`src/rtl/hazard_ctrl_unit.sv`:
```
// hazard_ctrl_unit: load-use stall, memory-freeze and branch-flush control for the 5-stage core.
// Optional feature macro: HAZARD_STALL_STATS_EN builds the saturating stall_count counter.
`ifndef SEL_MEM_AS_RES
`define SEL_MEM_AS_RES 2'b01
`endif

module hazard_ctrl_unit #(
    parameter int REGISTER_ADDR_WIDTH = 5,
    parameter int LOAD_LAT            = 1,
    parameter int MEM_TIMEOUT         = 255,
    parameter int CNT_WIDTH           = 32
) (
    input  logic                           clk,
    input  logic                           rst_n,
    input  logic                           inst_mem_hazard,
    input  logic                           data_mem_hazard,
    input  logic [REGISTER_ADDR_WIDTH-1:0] rs1_ID,
    input  logic [REGISTER_ADDR_WIDTH-1:0] rs2_ID,
    input  logic                           rs1_used_ID,
    input  logic                           rs2_used_ID,
    input  logic [REGISTER_ADDR_WIDTH-1:0] rd_EX,
    input  logic                           reg_write_EX,
    input  logic [1:0]                     result_sel_EX,
    input  logic                           branch_taken_EX,
    output logic                           stall_PC_IF,
    output logic                           stall_IF_ID,
    output logic                           stall_ID_EX,
    output logic                           stall_EX_MEM,
    output logic                           flush_IF_ID,
    output logic                           flush_ID_EX,
    output logic                           mem_timeout,
    output logic [CNT_WIDTH-1:0]           stall_count
);

    localparam int SB_DEPTH = (LOAD_LAT > 1) ? LOAD_LAT - 1 : 1;
    localparam int WAIT_W   = $clog2(MEM_TIMEOUT + 1);
    localparam logic [WAIT_W-1:0] WAIT_MAX = WAIT_W'(MEM_TIMEOUT);

    typedef enum logic [1:0] {
        ST_IDLE,
        ST_WAIT,
        ST_ERROR
    } state_t;

    state_t              state;
    logic [WAIT_W-1:0]   wait_cnt;
    logic                timeout_q;
    logic                mem;
    logic                frozen;
    logic                load_ex;
    logic                sb_hit1;
    logic                sb_hit2;
    logic                hit1;
    logic                hit2;
    logic                load_use;

    assign mem     = inst_mem_hazard || data_mem_hazard;
    assign frozen  = mem || (state == ST_ERROR);
    assign load_ex = (result_sel_EX == `SEL_MEM_AS_RES) && reg_write_EX && (rd_EX != '0);

    // Older loads still waiting for their data; the slot behind a bubble we inserted is never a load.
    if (LOAD_LAT > 1) begin : g_sb
        logic [SB_DEPTH-1:0]                          sb_valid;
        logic [SB_DEPTH-1:0][REGISTER_ADDR_WIDTH-1:0] sb_rd;
        logic                                         ex_bubble;

        always_ff @(posedge clk) begin
            if (!rst_n) begin
                sb_valid  <= '0;
                sb_rd     <= '0;
                ex_bubble <= 1'b0;
            end else if (!frozen) begin
                sb_valid[0] <= load_ex && !ex_bubble;
                sb_rd[0]    <= rd_EX;
                for (int i = 1; i < SB_DEPTH; i++) begin
                    sb_valid[i] <= sb_valid[i-1];
                    sb_rd[i]    <= sb_rd[i-1];
                end
                ex_bubble <= flush_ID_EX;
            end
        end

        always_comb begin
            sb_hit1 = 1'b0;
            sb_hit2 = 1'b0;
            for (int i = 0; i < SB_DEPTH; i++) begin
                if (sb_valid[i] && (sb_rd[i] == rs1_ID)) sb_hit1 = 1'b1;
                if (sb_valid[i] && (sb_rd[i] == rs2_ID)) sb_hit2 = 1'b1;
            end
        end
    end else begin : g_no_sb
        assign sb_hit1 = 1'b0;
        assign sb_hit2 = 1'b0;
    end

    assign hit1     = (rs1_ID != '0) && ((load_ex && (rd_EX == rs1_ID)) || sb_hit1);
    assign hit2     = (rs2_ID != '0) && ((load_ex && (rd_EX == rs2_ID)) || sb_hit2);
    assign load_use = (rs1_used_ID && hit1) || (rs2_used_ID && hit2);

    // Watchdog: counts consecutive memory-hazard cycles; ERROR is only left through reset.
    always_ff @(posedge clk) begin
        if (!rst_n) begin
            state     <= ST_IDLE;
            wait_cnt  <= '0;
            timeout_q <= 1'b0;
        end else begin
            timeout_q <= (state == ST_ERROR);
            case (state)
                ST_IDLE: begin
                    if (mem) begin
                        state    <= ST_WAIT;
                        wait_cnt <= WAIT_W'(1);
                    end
                end
                ST_WAIT: begin
                    if (!mem) begin
                        state    <= ST_IDLE;
                        wait_cnt <= '0;
                    end else if (wait_cnt == WAIT_MAX) begin
                        state <= ST_ERROR;
                    end else begin
                        wait_cnt <= wait_cnt + WAIT_W'(1);
                    end
                end
                ST_ERROR: state <= ST_ERROR;
                default: begin
                    state    <= ST_IDLE;
                    wait_cnt <= '0;
                end
            endcase
        end
    end

    always_comb begin
        stall_PC_IF  = 1'b0;
        stall_IF_ID  = 1'b0;
        stall_ID_EX  = 1'b0;
        stall_EX_MEM = 1'b0;
        flush_IF_ID  = 1'b0;
        flush_ID_EX  = 1'b0;
        if (rst_n) begin
            if (frozen) begin
                stall_PC_IF  = 1'b1;
                stall_IF_ID  = 1'b1;
                stall_ID_EX  = 1'b1;
                stall_EX_MEM = 1'b1;
            end else if (branch_taken_EX) begin
                flush_IF_ID = 1'b1;
                flush_ID_EX = 1'b1;
            end else if (load_use) begin
                stall_PC_IF = 1'b1;
                stall_IF_ID = 1'b1;
                flush_ID_EX = 1'b1;
            end
        end
    end

    assign mem_timeout = rst_n && timeout_q;

`ifdef HAZARD_STALL_STATS_EN
    logic [CNT_WIDTH-1:0] stat_q;

    always_ff @(posedge clk) begin
        if (!rst_n) begin
            stat_q <= '0;
        end else if (stall_PC_IF && (stat_q != '1)) begin
            stat_q <= stat_q + CNT_WIDTH'(1);
        end
    end

    assign stall_count = rst_n ? stat_q : '0;
`else
    assign stall_count = '0;
`endif

endmodule

```
`config.mk`:
```
export PLATFORM = sky130hd
export DESIGN_NAME = hazard_ctrl_unit
export DESIGN_NICKNAME = d
export VERILOG_FILES = /design/src/rtl/hazard_ctrl_unit.sv
export SDC_FILE = /design/constraint.sdc
export NUM_CORES = 1
export LEC_CHECK = 0
export CAP_MARGIN = 20
export CORE_ASPECT_RATIO = 1.4
export CORE_MARGIN = 2
export CORE_UTILIZATION = 38
export DETAILED_ROUTE_END_ITERATION = 16
export GPL_TIMING_DRIVEN = 0
export PLACE_DENSITY = 0.82
export SETUP_SLACK_MARGIN = 0.15
export SLEW_MARGIN = 20
export SYNTH_ARGS = -nofsm -noshare
export SYNTH_HDL_FRONTEND = slang
export SYNTH_SLANG_ARGS = --single-unit
```
`constraint.sdc`:
```
create_clock -name clk -period 3.6 [get_ports clk]
set_input_delay 0.54 -clock clk [delete_from_list [all_inputs] [get_ports clk]]
set_output_delay 0.54 -clock clk [all_outputs]
set_load 0.05 [all_outputs]
```
==> results_dict.tcl <==
set metrics [dict create \
    timing.setup.tns_ns 0 \
    synth_cell_type_count 35 \
    syn_inst 138 \
    clock_skew_ns 0.00574 \
    p_per_area_mw_per_mm2 261 \
    drt_wl_total_um 2340 \
    place_congestion 0.878 \
    grt_overflow 0 \
    crit_buf_inv 2 \
    root_buffer "clkbuf_4" \
    synth_edf_count 0 \
    rows 22 \
    r2r-end "wait_cnt[3]" \
    wl_met3_um 314 \
    slew_headroom_pct 66.0 \
    drt-wirelength-per-cell_um 9.73 \
    htree_levels 1 \
    whs_endpoint "wait_cnt[4]" \
    wl_met2_um 1140 \
    vias 1061 \
    die_area_mm2 0.00314 \
    synth-seq-cells 11 \
    dpl-instance-area_mm2 0.00150 \
    nFillCells 269 \
    min_period_ns 3.32 \
    first_pass_iters 4 \
    cts_buffer_depth 2 \
    clock-sinks 11 \
    finalNetCount 231 \
    grt_pass1_wl_um 3550 \
    antenna_cells 0 \
    drc 0 \
    p_leak_uw 0.000711 \
    portBuffers 31 \
    grt_use_total_pct 15.1 \
    clk_pin_slew_ns 0.07 \
    worstMarginPinSlew_ns 0.508 \
    rsz0062_at_grt "no" \
    finalHoldViolations 0 \
    yosysSeqAreaShare_pct 21.5 \
    final_cell_area_mm2 0.00153 \
    synthArstFlopShare_pct 0 \
    crit_family "buffers and inverters" \
    status "complete, no violations" \
    syn_area_per_cell_um2 7.43 \
    drive_gt1_share_pct 21.6 \
    startpoint_type "input pin" \
    viasPerCell 4.42 \
    grt_start_max_net_pins 11 \
    holdPathStages 2 \
    route.top_layer_used "met4" \
    ys.flop_type "dfxtp_1" \
    cts_setup_buffers 0 \
    crit_top_cell "clkdlybuf4s50_1" \
    dp_hpwl_um 1940 \
    cts_tree "built" \
    crit_type "input pin to primary output" \
    die_w_um 47.9 \
    core_mm2 0.00259 \
    crit_slowest_cell "clkdlybuf4s50_1" \
    ys_warn_count 0 \
    finalSetupViolations 0 \
    start_util_pct 39.7 \
    synth_area_mm2 0.00103 \
    cp-end-kind "primary output" \
    multi_input_area_um2 639 \
    path_cells "clkdlybuf4s50_1, xor2_1, nor3_1, o2111ai_1, a21o_1, o22ai_1, clkdlybuf4s50_1" \
    worstPathArrival_ns 2.78 \
    io_pins 64 \
    cts_buffers 3 \
    irDropWorstVdd_mv 0.224 \
    critPathMaxStageDelay_ns 0.85 \
    reg2reg_depth 5 \
    cap_violations 0 \
    hp-start "wait_cnt[4]" \
    ff_latch_area_um2 220 \
    period_share_pct 92.3 \
    final_max_slew_viol_count 0 \
    drtAntennaViolNets 0 \
    worstPathMaxFanout 3 \
    fmax_mhz 301 \
    reg2reg_from "wait_cnt[0]" \
    antenna_found_initial 0 \
    r2r_setup_slack_ns 1.90 \
    m1WireLength_um 845 \
    worstSkewPairLatency_ns 0.27 \
    grt_pass1_vias 955 \
    cp.required_ns 3.06 \
    drtIter0Drc 19 \
    hp-class "flip-flop to flip-flop" \
    die_h_um 65.5 \
    syn2layout_area_growth_pct 48.8 \
]
## cells in the mapped netlist (all sizes together) (2+ instances only)
master / instances / share of area (%)
and2: 3 / 2.1
xor2: 8 / 6.8
nand2: 8 / 3.7
a31oi: 2 / 1.2
nor2: 13 / 4.8
inv: 3 / 1.1
nor3: 6 / 2.9
or4: 2 / 1.5
dfxtp: 11 / 21
o21ai: 7 / 3.4
nand3: 4 / 2.0
o2111ai: 2 / 1.7
a21oi: 13 / 6.3
buf: 36 / 26
nor4: 2 / 1.2
nand4: 2 / 1.2
## worst reg2reg max path: stages (launching register included)
cell and delay (ns):
dfxtp_1 0.36, ha_1 0.28, and4_4 0.23, and2_4 0.14, or4_1 0.50, a21oi_1 0.12
## timing repair
action,4_1_cts,5_1_grt
gates resized for setup,0,1
endpoints found under the setup margin,0,1
hold buffers,0,0
## stage by stage
stage	hold slack, ns	util [%]	power (uW)	worst slack [ns]	instances
floorplan	0.484	-	270	0.732	169
global placement	0.514	57.9	313	0.164	236
detailed placement	0.526	57.9	314	0.163	236
CTS	0.540	58.9	398	0.156	240
global route	0.577	59.0	417	0.178	240
finish	0.537	59.0	398	0.279	240
## flip-flops by register name (all words and copies together) (netlist names)
signal     flops
wait_cnt       8
state          2
timeout_q      1
## cell type report
| class | count | share of cell area (%) |
|---|---|---|
| timing repair buffer | 31 | 20.5 |
| inverter | 4 | 0.984 |
| tap | 36 | 2.95 |
| sequential | 11 | 14.4 |
| multi-input combinational | 118 | 41.9 |
| clock buffer | 4 | 1.72 |
| buffer | 36 | 17.5 |
## layer usage
metal	up-vias	global-route usage, %
met5	-	0
met2	55	29.0
met4	0	6.76
li1	547	-
met1	454	12.7
met3	5	4.67
## cells in the final DEF, fill, tap and decap left out, types with 2 or more instances in the layout
cell type,netlist,layout
buf_4,35,35
conb_1,1,32
clkdlybuf4s50_1,0,30
nor2_1,13,13
a21oi_1,13,13
dfxtp_1,11,11
xor2_1,8,8
nand2_1,7,7
o21ai_0,7,7
nor3_1,6,6
nand3_1,4,4
inv_1,3,3
clkbuf_4,0,3
and2_1,2,2
nor4_1,2,2
o2111ai_1,2,2
or4_1,2,2
a31oi_1,2,2
nand4_1,2,2
## how the worst max path moves through the flow
stage | start | end | cells after the start
3_3_place_gp | rd_EX[0] | stall_PC_IF | 8
4_1_cts | rd_EX[0] | stall_PC_IF | 8
6_report | rd_EX[0] | stall_IF_ID | 7
2_1_floorplan | rs1_ID[0] | stall_PC_IF | 6
3_5_place_dp | rd_EX[0] | stall_PC_IF | 8
5_1_grt | rd_EX[0] | stall_IF_ID | 7
## power breakdown
group | switching, uW | total [uW] | internal [uW]
combinational | 119 | 186 | 67.1
sequential | 2.26 | 126 | 124
clock | 43.0 | 86.0 | 43.0
## cells by family (layout without fill, tap and decap cells)
group | after synthesis | in the layout | synth area share [%]
AO/OA/AOI/OAI | 30 | 30 | 17.3
XOR/XNOR | 8 | 8 | 6.83
adder cells (fa/ha/maj) | 1 | 1 | 1.22
buffers and inverters | 40 | 75 | 27.6
flip-flops | 11 | 11 | 21.5
other | 1 | 32 | 0.366
AND/OR/NAND/NOR | 47 | 47 | 25.2
(Power assumes the default switching activity.)
